==> config.mk <==
export PLATFORM = sky130hd
export DESIGN_NAME = mult_eval_sweeper
export DESIGN_NICKNAME = d
export VERILOG_FILES = /design/src/rtl/mult_eval_pkg.sv /design/src/rtl/mult_eval_cmp.sv /design/src/rtl/mult_eval_sweeper.sv
export SDC_FILE = /design/constraint.sdc
export NUM_CORES = 1
export LEC_CHECK = 0
export CELL_PAD_IN_SITES_DETAIL_PLACEMENT = 1
export CELL_PAD_IN_SITES_GLOBAL_PLACEMENT = 2
export CORE_ASPECT_RATIO = 0.8
export CORE_MARGIN = 8
export CORE_UTILIZATION = 30
export CTS_CLUSTER_SIZE = 25
export DETAILED_ROUTE_END_ITERATION = 12
export PLACE_DENSITY = 0.75
export SLEW_MARGIN = 10
export SYNTH_ARGS = -nofsm -noshare
export SYNTH_HDL_FRONTEND = slang
export SYNTH_SLANG_ARGS = --single-unit
export TNS_END_PERCENT = 100
==> constraint.sdc <==
create_clock -name clk -period 2 [get_ports clk]
set_input_delay 0.4 -clock clk [delete_from_list [all_inputs] [get_ports clk]]
set_output_delay 0.4 -clock clk [all_outputs]
set_load 0.01 [all_outputs]
==> src/rtl/mult_eval_pkg.sv <==
// Shared types and constants for the exhaustive multiplier evaluation sweeper.
package mult_eval_pkg;

    typedef enum logic [1:0] {
        IDLE  = 2'd0,
        SWEEP = 2'd1,
        FLUSH = 2'd2,
        DONE  = 2'd3
    } eval_state_t;

    localparam int DEFAULT_WIDTH = 2;

    // Number of operand pairs covered by an exhaustive sweep of width w.
    function automatic int vec_count(input int w);
        return 1 << (2 * w);
    endfunction

endpackage

==> src/rtl/mult_eval_cmp.sv <==
// Capture register and compare/accumulate stage: registers the candidate product
// alongside the golden product, then folds mismatches into the error statistics.
module mult_eval_cmp
    import mult_eval_pkg::*;
#(
    parameter int WIDTH = DEFAULT_WIDTH
) (
    input  logic               clk,
    input  logic               rst,
    input  logic               clear,
    input  logic               drive,
    input  logic [WIDTH-1:0]   op_a,
    input  logic [WIDTH-1:0]   op_b,
    input  logic [2*WIDTH-1:0] mult_p,
    output logic [2*WIDTH:0]   error_count,
    output logic [2*WIDTH-1:0] err_bits,
    output logic               fail_seen,
    output logic [WIDTH-1:0]   first_fail_a,
    output logic [WIDTH-1:0]   first_fail_b
);

    localparam int PW = 2 * WIDTH;
    localparam int EW = 2 * WIDTH + 1;

    logic [PW-1:0]    cap_p;
    logic [PW-1:0]    cap_exp;
    logic [WIDTH-1:0] cap_a;
    logic [WIDTH-1:0] cap_b;
    logic             cap_vld;
    logic [PW-1:0]    golden;
    logic             mismatch;

    assign golden   = PW'(op_a) * PW'(op_b);
    assign mismatch = cap_vld && (cap_p != cap_exp);

    always_ff @(posedge clk or posedge rst) begin
        if (rst) begin
            cap_p   <= '0;
            cap_exp <= '0;
            cap_a   <= '0;
            cap_b   <= '0;
            cap_vld <= 1'b0;
        end else begin
            cap_vld <= drive;
            if (drive) begin
                cap_p   <= mult_p;
                cap_exp <= golden;
                cap_a   <= op_a;
                cap_b   <= op_b;
            end
        end
    end

    // Clear only happens in IDLE where cap_vld is already low, so it never drops a compare.
    always_ff @(posedge clk or posedge rst) begin
        if (rst) begin
            error_count  <= '0;
            err_bits     <= '0;
            fail_seen    <= 1'b0;
            first_fail_a <= '0;
            first_fail_b <= '0;
        end else if (clear) begin
            error_count  <= '0;
            err_bits     <= '0;
            fail_seen    <= 1'b0;
            first_fail_a <= '0;
            first_fail_b <= '0;
        end else if (mismatch) begin
            error_count <= error_count + EW'(1);
            err_bits    <= err_bits | (cap_p ^ cap_exp);
            if (!fail_seen) begin
                fail_seen    <= 1'b1;
                first_fail_a <= cap_a;
                first_fail_b <= cap_b;
            end
        end
    end

endmodule

==> src/rtl/mult_eval_sweeper.sv <==
// Exhaustive-sweep controller: walks every operand pair through a combinational
// candidate multiplier and reports mismatch statistics against a golden a*b.
module mult_eval_sweeper
    import mult_eval_pkg::*;
#(
    parameter int WIDTH = DEFAULT_WIDTH
) (
    input  logic               clk,
    input  logic               rst,
    input  logic               start,
    input  logic               abort,
    output logic [WIDTH-1:0]   op_a,
    output logic [WIDTH-1:0]   op_b,
    input  logic [2*WIDTH-1:0] mult_p,
    output logic               busy,
    output logic               done,
    output logic               complete,
    output logic [2*WIDTH:0]   error_count,
    output logic [2*WIDTH-1:0] err_bits,
    output logic               fail_seen,
    output logic [WIDTH-1:0]   first_fail_a,
    output logic [WIDTH-1:0]   first_fail_b
);

    localparam int IW = 2 * WIDTH;
    localparam int N  = vec_count(WIDTH);
    localparam logic [IW-1:0] LAST_IDX = IW'(N - 1);

    eval_state_t   state;
    eval_state_t   next_state;
    logic [IW-1:0] idx;
    logic [IW-1:0] next_idx;
    logic          accept;
    logic          drive;

    assign accept = (state == IDLE) && start;
    assign drive  = (state == SWEEP);

    always_ff @(posedge clk or posedge rst) begin
        if (rst) begin
            state <= IDLE;
            idx   <= '0;
        end else begin
            state <= next_state;
            idx   <= next_idx;
        end
    end

    always_comb begin
        next_state = state;
        next_idx   = '0;
        case (state)
            IDLE: begin
                if (start) next_state = SWEEP;
            end
            SWEEP: begin
                if (abort) begin
                    next_state = DONE;
                end else if (idx == LAST_IDX) begin
                    next_state = FLUSH;
                end else begin
                    next_idx = idx + IW'(1);
                end
            end
            FLUSH:   next_state = DONE;
            DONE:    next_state = IDLE;
            default: next_state = IDLE;
        endcase
    end

    // complete is only raised by a FLUSH that was not interrupted by abort.
    always_ff @(posedge clk or posedge rst) begin
        if (rst) begin
            complete <= 1'b0;
        end else if (accept) begin
            complete <= 1'b0;
        end else if ((state == FLUSH) && !abort) begin
            complete <= 1'b1;
        end
    end

    assign op_a = drive ? idx[IW-1:WIDTH] : '0;
    assign op_b = drive ? idx[WIDTH-1:0]  : '0;
    assign busy = (state == SWEEP) || (state == FLUSH);
    assign done = (state == DONE);

    mult_eval_cmp #(
        .WIDTH(WIDTH)
    ) u_cmp (
        .clk          (clk),
        .rst          (rst),
        .clear        (accept),
        .drive        (drive),
        .op_a         (op_a),
        .op_b         (op_b),
        .mult_p       (mult_p),
        .error_count  (error_count),
        .err_bits     (err_bits),
        .fail_seen    (fail_seen),
        .first_fail_a (first_fail_a),
        .first_fail_b (first_fail_b)
    );

endmodule

* After elaboration in Yosys (flattened, before gate mapping) *
Cells that the tools add are included.

word-level totals
  flip-flop bits (word level) = 34
  input bits = 8
  output and inout port bits = 21
  word-level logic and storage cells = 59

operators by class
  add/subtract/negate cells = 2
  multipliers = 1
  equality and inequality tests = 8
  mux-type cells = 23
  bitwise logic cells = 2
  reduce and logical (&&, ||, !) cells = 10

operators with widths
  kind                                                             number
  2-bit 2-to-1 mux                                                 11
  4-bit 2-to-1 mux                                                 5
  5-bit 2-to-1 mux                                                 2
  2-bit one-hot mux with 4 select lines                            1
  5-bit by 1-bit adder with 5-bit output, second input constant    1
  4-bit by 1-bit adder with 4-bit output, second input constant    1
  2-bit == test, second input constant                             2
  4-bit == test, second input constant                             1
  2-bit by 2-bit multiplier with 4-bit output                      1
  1-bit 2-to-1 mux                                                 4
  2-bit != test, second input constant                             2
  4-bit != test                                                    1
  4-bit OR                                                         1
  2-bit AND reduction                                              2
  2-bit nonzero test                                               2
  4-bit XOR                                                        1
  1-bit logical AND                                                3
  3-bit by 2-bit != test with 1-bit output, second input constant  1
  2-bit by 1-bit == test with 1-bit output, second input constant  1
  2-bit zero test                                                  1
  1-bit zero test                                                  1
  1-bit logical OR                                                 1

* Depth between registers and ports, before layout *
Gate-level depths: netlist (run 1).

  depth after elaboration = 4
  depth in mapped cells = 9
  depth with buffers taken out = 7

* By module *
Synthesis (run 1) repeated with hierarchy kept, for this count alone.

unflattened totals
  cell total of the unflattened synthesis = 138
  area total of the unflattened synthesis = 1647.8 um2

by module, submodules not included
  module             times used  cells each  area an instance (um2)  sequential area each (um2)
  mult_eval_cmp      1           98          1218.7                  675.6
  mult_eval_sweeper  1           40          429.2                   175.2

* Worst setup path after synthesis (run 1) *
Ideal clock, no wire load.

  path kind = reg-to-reg
  from = reg state[1]
  to = reg u_cmp.cap_exp[2]
  library setup time = 0.125 ns
  data arrival time = 2.039 ns
  data required time = 1.875 ns
  slack = -0.163 ns
  stages on the path, launching flop included = 10
  buffers on the path = 2
  period minus slack after synthesis = 2.163 ns
  path through = dfrtp_1 -> inv_1 -> ha_1 -> clkbuf_1 -> clkbuf_1 -> nand2_1 -> nor2_1 -> ha_1 -> ha_1 -> mux2_2

between the ends
  word-level cells in the longest chain between the ends = 3
  elaborated cells on any way between the ends = 4
  those cells by class = mul: 1; eq/ne: 1; mux: 2

ends and longest elaborated chain
  what                                             RTL line                                          source
  start: declaration                               mult_eval_sweeper.sv:29                           eval_state_t state;
  start signal: assignment                         mult_eval_sweeper.sv:44                           state <= next_state;
  2-bit by 1-bit == test with 1-bit output (*)     mult_eval_sweeper.sv:37                           assign drive = (state == SWEEP);
  2-bit 2-to-1 mux (on tied branches)              mult_eval_sweeper.sv:82, mult_eval_sweeper.sv:83
  2-bit by 2-bit multiplier with 4-bit output (*)  mult_eval_cmp.sv:33                               assign golden = PW'(op_a) * PW'(op_b);
  named net u_cmp.golden[2]                        mult_eval_cmp.sv:30                               logic [PW-1:0] golden;
  end signal: assignment                           mult_eval_cmp.sv:47                               cap_exp <= golden;
  end: declaration                                 mult_eval_cmp.sv:26                               logic [PW-1:0] cap_exp;

Mark *: on every way through the listed nets, which the timed path passes. The rest lies on a longest branch.
A chain may end at the register's enable or synchronous reset.

* Worst setup path in the final report (run 1) *
  from = reg state[1]
  to = out busy

between the ends
  word-level cells in the longest chain between the ends = 2
  elaborated cells on any way between the ends = 3
  those cells by class = eq/ne: 2; reduce/logical: 1

ends and longest elaborated chain
  what                                                                       RTL line                 source
  2-bit by 1-bit == test with 1-bit output or 2-bit == test (tied branches)  mult_eval_sweeper.sv:84  assign busy = (state == SWEEP) || (state == FLUSH);
  1-bit logical OR (*)                                                       mult_eval_sweeper.sv:84
  end: declaration                                                           mult_eval_sweeper.sv:15  output logic busy,

Every way passes the cells marked *; elsewhere a longest branch is shown, timed or not.

==> results of run 1 <==
[power breakdown]
| group | internal [mW] | leakage [nW] | switching, mW |
|---|---|---|---|
| logic | 0.563 | 0.497 | 0.590 |
| registers | 0.891 | 0.440 | 0.193 |
| clock network | 0.278 | 0.0482 | 0.244 |
| total | 1.73 | 0.985 | 1.03 |
[placed cells by master, fill, tap and decap left out, types with 3 or more instances in the layout]
| cell | netlist | routed |
|---|---|---|
| dfrtp_1 | 34 | 33 |
| clkdlybuf4s50_1 | 0 | 23 |
| nand2_1 | 16 | 16 |
| inv_1 | 13 | 12 |
| nor2_1 | 11 | 11 |
| mux2_2 | 9 | 9 |
| a21oi_1 | 9 | 9 |
| ha_1 | 10 | 8 |
| o21ai_0 | 6 | 6 |
| clkbuf_8 | 0 | 6 |
| xor2_1 | 5 | 5 |
| buf_4 | 0 | 5 |
| mux2i_1 | 4 | 4 |
| dlygate4sd2_1 | 0 | 4 |
| nand3_1 | 3 | 3 |
| and2_1 | 3 | 3 |
| and3_1 | 3 | 3 |
[state kept, by name (all words and copies together) (netlist names), 4 cells and up]
signal             cells
idx                    4
u_cmp.cap_p            4
u_cmp.error_count      5
u_cmp.err_bits         4
u_cmp.cap_exp          4
[metal layers]
metal	share of wire, %	GRT usage (%)	vias to the layer above
met2	48	17.9	23
met5	0	0	-
li1	-	-	555
met3	6.0	4.24	7
met1	45	12.4	586
met4	1.4	4.52	0
[path summary, 6_finish.rpt]
| path | start | to | slack [ns] | cells past startpoint |
|---|---|---|---|---|
| setup / recovery | state[1] | busy | 0.09 | 4 |
| hold / removal | u_cmp.err_bits[1] | u_cmp.err_bits[1] | 0.50 | 2 |
| setup reg to reg | state[1] | u_cmp.cap_exp[2] | 0.11 | 7 |
| hold reg to reg | u_cmp.err_bits[1] | u_cmp.err_bits[1] | 0.50 | 2 |
| max in group asynchronous | rst | state[0] | 1.13 | 3 |
| min in group asynchronous | rst | u_cmp.first_fail_a[0] | 0.52 | 3 |
[repair_timing]
| action | CTS | global route |
|---|---|---|
| setup buffers | 0 | 1 |
| gates cloned | 0 | 0 |
| setup endpoints to repair | 6 | 2 |
| pin swaps | 0 | 0 |
| resized for setup | 8 | 4 |
[cell families after synthesis]
kind of cell | Yosys count | share of synthesized area [%]
AO/OA/AOI/OAI | 24 | 10.4
XOR/XNOR | 7 | 3.87
adder cells (fa/ha/maj) | 10 | 7.91
buffers and inverters | 17 | 4.03
flip-flops | 34 | 53.8
multiplexers | 13 | 8.93
AND/OR/NAND/NOR | 39 | 11.1
[through the flow]
stage	cell area (um2)	setup slack [ns]	std cells
2_1_floorplan	1590	0.0570	144
3_3_place_gp	1960	0.106	234
6_report	2060	0.0882	243
5_1_grt	2060	0.0149	243
4_1_cts	2050	0.00634	242
3_5_place_dp	1960	-0.0223	234
[area by class of cell]
type	count	area [um2]	area share, %
repair buffers	33	308	14.9
clock buffers	7	86.3	4.19
clock inverters	1	5.00	0.243
inverters	13	48.8	2.37
flip-flops and latches	34	852	41.3
well taps	62	77.6	3.76
multi-input cells	93	683	33.2
[critical path: stages, from the launching register on]
cell and delay (ns):
dfrtp_1 0.42, inv_2 0.09, buf_4 0.15, ha_1 0.29, dlygate4sd2_1 0.29
==> run metrics, run 1 <==
sequential area share after synthesis=between 50% and 60%; ys async rst share=100%; Power Dens Cells=1340 mW/mm2; Post-synth EDFFs=0; PnR Total Power=2.76 mW; WHS=~0.5 ns; vias in the first global route=between 1000 and 1500; syn_area_per_cell=11.0 um2; fillers=567; net total in the final layout=slightly below 200; DP HPWL=between 2 and 3 mm; Antenna Nets Post-Route=0; Core ar.=0.00504 mm2; Peak VDD IR=0.575 mV; Slew headroom=between 60 and 70%; #FFs+latches synth=34; synth warn=0; chip width=97.2 um; vias per cell=about 4.8; Tot GR Track Use=between 10 and 15%; Cell variety after synth=27; initial antenna violation count=0; GRT overflow=0; DRT Pass-1 Iters=2; Final setup viols=0; worst path required time=~1.6 ns; Post-CTS Hold Buffers=0; Worst-path clk slew=around 0.070 ns; worst hold path type=register to register; die height=between 80 and 90 um; routed len/inst=approximately 16 um; most frequent cell after synthesis=dfrtp_1; Root Driver=clkbuf_8; max cap viols=0; via count=around 1200; Cell Area, Synth=approximately 0.0016 mm2; htree depth=2; syn nets=between 150 and 200; setup TNS=0 ns; number of port buffers=28; Worst EP arrival=1.51 ns; CTS Buf Count=5; measured slew at the worst slew-check pin=roughly 0.54 ns; Residual DRC=0; area of the die=just under 0.008 mm2; Final Core Density=40.9%; layout cells sized above 1=15.5%; Longest Clk Path Bufs=2; crit path time final=roughly 1.9 ns; initial drt markers=33; row count=23; RSZ-0062 raised after global routing=no; first-pass GRT wire length=between 6 and 7 mm; nature of the critical path endpoint=output pin; CTS Sinks=34; ant diodes=0; crit-path max FO=4; Startpoint Class=register; Yosys top cell by area=dfrtp_1; Leakage=between 0.9 and 1 nW; Max Fclk=between 0.5 and 0.6 GHz; Syn Inst Count=144; initial core utilization=a little under a third; Area Overhead vs Synth=30.2%; Detailed Route WL=~4 mm; Clock Latency Late Sink=between 0.2 and 0.3 ns; final period utilization=95.6%; num ports=29; Setup Skew=around 0.0059 ns; fin. max-slew vios=0; commonest cells in the netlist=34 x dfrtp_1, 16 x nand2_1, 13 x inv_1, 11 x nor2_1, 10 x ha_1; Final Hold Vio Count=0; area share of the largest cell type after synthesis=53.8%; routability cong.=approximately 0.82; CTS tree=built; largest net degree at the start of global routing=35; top area cells in the synthesized netlist=dfrtp_1 54%, ha_1 7.9%, mux2_2 6.4%; ys flop type=dfrtp_1; WS Path Type=register to output pin; status=completed
Note: power is estimated with default switching activity, not from simulation.
==> run 2: changes to the inputs <==
--- a/config.mk
+++ b/config.mk
@@ -10,6 +10,7 @@
 export CORE_ASPECT_RATIO = 0.8
 export CORE_MARGIN = 8
 export CORE_UTILIZATION = 30
+export CTS_BUF_LIST = sky130_fd_sc_hd__clkbuf_16
 export CTS_CLUSTER_SIZE = 25
 export DETAILED_ROUTE_END_ITERATION = 12
 export PLACE_DENSITY = 0.75
==> run 2 against run 1 <==
Against the previous run:
- critical path depth did not move
- sequential power barely moved
- count of clock-buffer cells in the layout fell by 2
- worst hold slack barely moved
- highest routed layer unchanged
==> run metrics, run 2 (synthesized netlist as in run 1, its figures left out) <==
WS Path Type=register to output pin; area of placed instances=0.00196 mm2 (unchanged); GRT overflow=0 (unchanged); row count=23 (unchanged); worst path required time=1.60 ns (about the same); ant diodes=0 (unchanged); met2 WL post-DR=1.86 mm (-0.11%); most frequent cells in the layout=33 x dfrtp_1, 23 x clkdlybuf4s50_1, 16 x nand2_1; htree depth=2 (unchanged); CTS tree=built; Core ar.=0.00504 mm2 (unchanged); layout cells sized above 1=14.4% (-1.1 points); DP HPWL=2.96 mm (unchanged); Antenna Nets Post-Route=0 (unchanged); Longest Clk Path Bufs=2 (unchanged); die height=81.0 um (unchanged); Tot GR Track Use=10.9% (+0.15 points); Leakage=1.01 nW (+2.5%); Final Cell Area=0.00211 mm2 (+2.5%); Clock Latency Late Sink=0.27 ns (about the same); setup TNS=0 ns (unchanged); max cap viols=0 (unchanged); Max Fclk=0.530 GHz (+1.4%); first-pass GRT wire length=6.79 mm (+0.10%); Peak VDD IR=0.570 mV (-0.74%); chip width=97.2 um (unchanged); DRT Pass-1 Iters=4 (+2); initial core utilization=31.4% (unchanged); max reg flops=5 (unchanged); Worst-path clk slew=0.06 ns (about the same); commonest non-fill, non-tap cell in the layout=dfrtp_1; final period utilization=94.3% (-1.3 points); Setup Skew=0.00411 ns (-0.00176 ns); initial antenna violation count=0 (unchanged); Root Driver=clkbuf_16; Area Overhead vs Synth=33.4%; met1 WL=1.78 mm (+1.9%); Residual DRC=0 (unchanged); DR top layer=met4; via count=1157 (-1.2%); status=completed; Power Dens Cells=1400 mW/mm2 (+4.6%); Detailed Route WL=3.93 mm (+0.64%); crit-path max FO=4 (unchanged); Final Hold Vio Count=0 (unchanged); measured slew at the worst slew-check pin=0.540 ns (-0.00284 ns); CTS Sinks=34 (unchanged); Worst EP arrival=1.49 ns (-0.02 ns); Largest Register=u_cmp.error_count; num ports=29 (unchanged); routability cong.=0.816 (unchanged); Slew headroom=63.9% (+0.19 points); Post-CTS Hold Buffers=0 (unchanged); number of port buffers=28 (unchanged); fin. max-slew vios=0 (unchanged); Final setup viols=0 (unchanged); vias per cell=4.76 (-1.2%); net total in the final layout=198 (unchanged); vias in the first global route=1329 (-0.15%); largest net degree at the start of global routing=35 (unchanged); CTS Buf Count=5 (unchanged); routed wl met3=245 um (+5.2%); crit path time final=1.89 ns (-0.0263 ns); area of the die=0.00787 mm2 (unchanged); nature of the critical path endpoint=output pin; routed len/inst=16.2 um (+0.64%); Startpoint Class=register; worst hold path type=register to register; PnR Total Power=2.96 mW (+7.2%); fillers=566 (-0.18%); Final Core Density=41.9% (+1.0 points); WHS=0.501 ns (+0.000385 ns); initial drt markers=30 (-9.1%); RSZ-0062 raised after global routing=no
run 2: cell types whose count changed in the layout (fill, tap and decap cells not counted), sizes merged:
cell and change:
inv +1, clkinv +1, clkbuf -3, clkdlybuf4s15 +1
run 2: power by group:
part / leakage [nW] / total [mW] / internal [mW] / switching (mW)
clock network: 0.0724 / 0.727 / 0.450 / 0.277
registers: 0.440 / 1.08 / 0.892 / 0.190
logic: 0.496 / 1.15 / 0.564 / 0.586
run 2: layout make-up:
class,instances,area (um2),area share [%]
clock buffer,5,125,5.92
clock inverter,3,12.5,0.592
inverter,13,48.8,2.31
multi-input combinational,93,683,32.3
sequential,34,852,40.3
tap,62,77.6,3.67
timing repair buffer,33,313,14.8
run 2: path summary, 6_finish.rpt:
kind                                   start                     to  slack, ns  depth (start not counted)
min in group asynchronous                rst  u_cmp.first_fail_a[0]       0.53                          3
max in group asynchronous                rst               state[0]       1.12                          3
setup reg to reg                    state[1]       u_cmp.cap_exp[2]       0.14                          7
hold / removal             u_cmp.err_bits[1]      u_cmp.err_bits[1]       0.50                          2
hold reg to reg            u_cmp.err_bits[1]      u_cmp.err_bits[1]       0.50                          2
setup / recovery                    state[1]                   busy       0.11                          4
run 2: through the flow:
stage / setup slack (ns) / instances
2_1_floorplan: 0.0570 / 144
3_3_place_gp: 0.106 / 234
3_5_place_dp: -0.0223 / 234
4_1_cts: 0.0227 / 242
5_1_grt: 0.0162 / 243
6_report: 0.114 / 243
run 2: metal layers:
metal / global-route usage [%] / vias up
li1: - / 559
met1: 12.7 / 571
met2: 17.6 / 23
met3: 4.49 / 4
met4: 4.98 / 0
met5: 0 / -
run 2: critical path, stage by stage (launching register included):
cell	delay (ns)
dfrtp_1	0.40
inv_2	0.09
buf_4	0.14
ha_1	0.29
dlygate4sd2_1	0.29
run 2: timing repair:
action                     4_1_cts  5_1_grt
gates resized for setup          8        3
buffers inserted                 0        1
pin swaps                        0        0
setup endpoints to repair        6        2
==> run 3: changes to the inputs <==
--- a/config.mk
+++ b/config.mk
@@ -5,16 +5,16 @@
 export SDC_FILE = /design/constraint.sdc
 export NUM_CORES = 1
 export LEC_CHECK = 0
+export ABC_AREA = 1
 export CELL_PAD_IN_SITES_DETAIL_PLACEMENT = 1
 export CELL_PAD_IN_SITES_GLOBAL_PLACEMENT = 2
 export CORE_ASPECT_RATIO = 0.8
 export CORE_MARGIN = 8
-export CORE_UTILIZATION = 30
+export CORE_UTILIZATION = 28
 export CTS_BUF_LIST = sky130_fd_sc_hd__clkbuf_16
 export CTS_CLUSTER_SIZE = 25
 export DETAILED_ROUTE_END_ITERATION = 12
-export PLACE_DENSITY = 0.75
-export SLEW_MARGIN = 10
+export PLACE_DENSITY = 0.74
 export SYNTH_ARGS = -nofsm -noshare
 export SYNTH_HDL_FRONTEND = slang
 export SYNTH_SLANG_ARGS = --single-unit
==> run 3 against run 2 <==
Against the previous run:
- maximum frequency rose by 2.2%
- first-iteration DRC count fell by 23%
- register-to-register slack improved by 0.18 ns
- via count rose by 16%
- critical endpoint unchanged
- area after synthesis rose by 6.2%
- worst hold slack got worse by 0.026 ns
- global-route usage fell by 0.64 points
- clock skew barely moved
- final cell count rose by 28%
- largest power group unchanged
- routed wire length fell by 0.41%
- die area rose by 11%
==> run metrics, run 3 <==
synth warn=0 (unchanged); Post-synth EDFFs=0 (unchanged); number of port buffers=28 (unchanged); sequential cell area=852 um2 (unchanged); max cap viols=0 (unchanged); Core ar.=0.00585 mm2 (+16%); crit-path max FO=4 (unchanged); syn nets=211 (+30%); CTS Sinks=34 (unchanged); ant diodes=0 (unchanged); routability cong.=0.753 (-7.7%); DRT Pass-1 Iters=4 (unchanged); path depth of the worst reg2reg path=9 (+2); syn_area_per_cell=8.71 um2 (-21%); crit path time final=1.84 ns (-0.0409 ns); GRT overflow=0 (unchanged); #FFs+latches synth=34 (unchanged); row count=25 (+8.7%); status=completed; area share of the largest cell type after synthesis=50.6% (-3.2 points); Cell Count, Final, Fillers Out=312 (+28%); die height=85.3 um (+5.4%); vias in the first global route=1495 (+12%); via count=1343 (+16%); Largest Register=u_cmp.error_count; crit-path max cell delay=0.39 ns (about the same); Startpoint Class=register; Root Driver=clkbuf_16; DP HPWL=2.95 mm (-0.40%); area of the multi-input gates=691 um2 (+1.1%); largest net degree at the start of global routing=35 (unchanged); measured slew at the worst slew-check pin=0.446 ns (-0.0940 ns); Final Hold Vio Count=0 (unchanged); Clock Latency Late Sink=0.28 ns (about the same); commonest cells in the netlist=44 x nand2_1, 34 x dfrtp_1, 28 x inv_1, 17 x nand3_1, 15 x nor2_1; most frequent cell after synthesis=nand2_1; Leakage=1.14 nW (+13%); max reg flops=5 (unchanged); Max Fclk=0.542 GHz (+2.2%); initial core utilization=28.7% (-2.7 points); htree depth=2 (unchanged); net total in the final layout=248 (+25%); Tot GR Track Use=10.3% (-0.64 points); Yosys top cell by area=dfrtp_1; setup TNS=0 ns (unchanged); Cell variety after synth=23 (-15%); Slew headroom=70.3% (+6.4 points); CTS tree=built; worst path required time=1.60 ns (about the same); Setup Skew=0.00434 ns (+0.000225 ns); chip width=103 um (+5.6%); CP delay by family, top=buffers and inverters; RSZ-0062 raised after global routing=no; fillers=703 (+24%); Worst-path clk slew=0.06 ns (about the same); worst hold path depth=2 (unchanged); Residual DRC=0 (unchanged); Final setup viols=0 (unchanged); placed cell count=304 (+30%); Worst EP arrival=1.44 ns (-0.05 ns); routed len/inst=12.5 um (-22%); fin. max-slew vios=0 (unchanged); CTS Buf Count=5 (unchanged); final period utilization=92.2% (-2.0 points); commonest non-fill, non-tap cell in the layout=nand2_1; layout cells sized above 1=12.1% (-2.2 points); most frequent cells in the layout=44 x nand2_1, 33 x dfrtp_1, 27 x inv_1; Worst Path Buf+Inv=3 (unchanged); crit-path cells=inv_2 -> buf_4 -> ha_1 -> dlygate4sd2_1; Cell Area, Synth=0.00168 mm2 (+6.2%); Peak VDD IR=0.536 mV (-5.9%); top area cells in the synthesized netlist=dfrtp_1 51%, nand2_1 9.8%, ha_1 7.4%; Longest Clk Path Bufs=2 (unchanged); Crit path depth=4 (unchanged); initial antenna violation count=0 (unchanged); nature of the critical path endpoint=output pin; vias per cell=4.30 (-9.6%); ys async rst share=100% (unchanged); first-pass GRT wire length=7.02 mm (+3.4%); WS Path Type=register to output pin; Syn Inst Count=193 (+34%); Antenna Nets Post-Route=0 (unchanged); ys flop type=dfrtp_1; Detailed Route WL=3.91 mm (-0.41%); area of the die=0.00876 mm2 (+11%); worst hold path type=register to register; slowest cell on the critical path=dfrtp_1; sequential area share after synthesis=50.6% (-3.2 points); Power Dens Cells=1300 mW/mm2 (-7.0%); num ports=29 (unchanged); initial drt markers=23 (-23%); Area Overhead vs Synth=32.7%
## run 3: stage by stage
step	util (%)	power [mW]	hold WS, ns	setup slack (ns)	area, um2
final	38.1	2.91	0.475	0.155	2230
after CTS	38.0	2.97	0.481	-0.128	2220
after global placement	35.7	2.19	0.462	0.208	2090
after floorplan	-	1.74	0.453	0.409	1680
after global routing	38.1	3.15	0.536	0.0929	2230
after detailed placement	35.7	2.21	0.465	0.175	2090
## run 3: routing by layer
| metal | track usage (%) | share of wire (%) | vias up |
|---|---|---|---|
| li1 | - | - | 675 |
| met1 | 12.5 | 48 | 639 |
| met2 | 16.1 | 45 | 21 |
| met3 | 3.35 | 5.4 | 8 |
| met4 | 4.39 | 1.8 | 0 |
| met5 | 0 | 0 | - |
## run 3: cell families after synthesis
| kind of cell | Yosys count | synth area share [%] |
|---|---|---|
| simple gates | 88 | 24.7 |
| buf+inv | 35 | 8.63 |
| flops | 34 | 50.6 |
| compound gates | 23 | 7.07 |
| fa+ha+maj | 10 | 7.44 |
| xor+xnor | 3 | 1.56 |
## run 3: final cells by class
cell class	instances	area share (%)
multi-input cells	124	31.0
well taps	81	4.54
inverters	30	5.16
clock inverters	3	0.729
repair buffers	35	14.8
flip-flops and latches	34	38.2
clock buffers	5	5.61
## run 3: worst reg2reg max path, cell delays in order, from the launching register on
cell and delay [ns]:
dfrtp_1 0.41, inv_2 0.09, ha_2 0.20, nand2_1 0.08
buf_4 0.15, nor2_1 0.10, ha_1 0.16, ha_1 0.23
nand2_1 0.07, o21ai_0 0.07
## run 3: timing repair
| action | CTS | global route |
|---|---|---|
| endpoints found under the setup margin | 5 | 1 |
| gates cloned | 0 | 0 |
| buffers inserted | 0 | 0 |
| resized for setup | 5 | 4 |
| hold buffers | 0 | 0 |
## run 3: path summary, 6_finish.rpt
check	start	end	slack [ns]
min	u_cmp.err_bits[2]	u_cmp.err_bits[2]	0.48
max in group asynchronous	rst	state[0]	1.14
max reg2reg	state[1]	u_cmp.cap_exp[2]	0.32
max	state[1]	busy	0.16
min in group asynchronous	rst	u_cmp.first_fail_b[0]	0.53
min reg2reg	u_cmp.err_bits[2]	u_cmp.err_bits[2]	0.48
## run 3: power breakdown
part | leakage, nW | internal, mW | switching (mW) | total, mW
registers | 0.445 | 0.879 | 0.154 | 1.03
logic | 0.633 | 0.499 | 0.634 | 1.13
clock network | 0.0672 | 0.454 | 0.285 | 0.739
total | 1.14 | 1.83 | 1.07 | 2.91
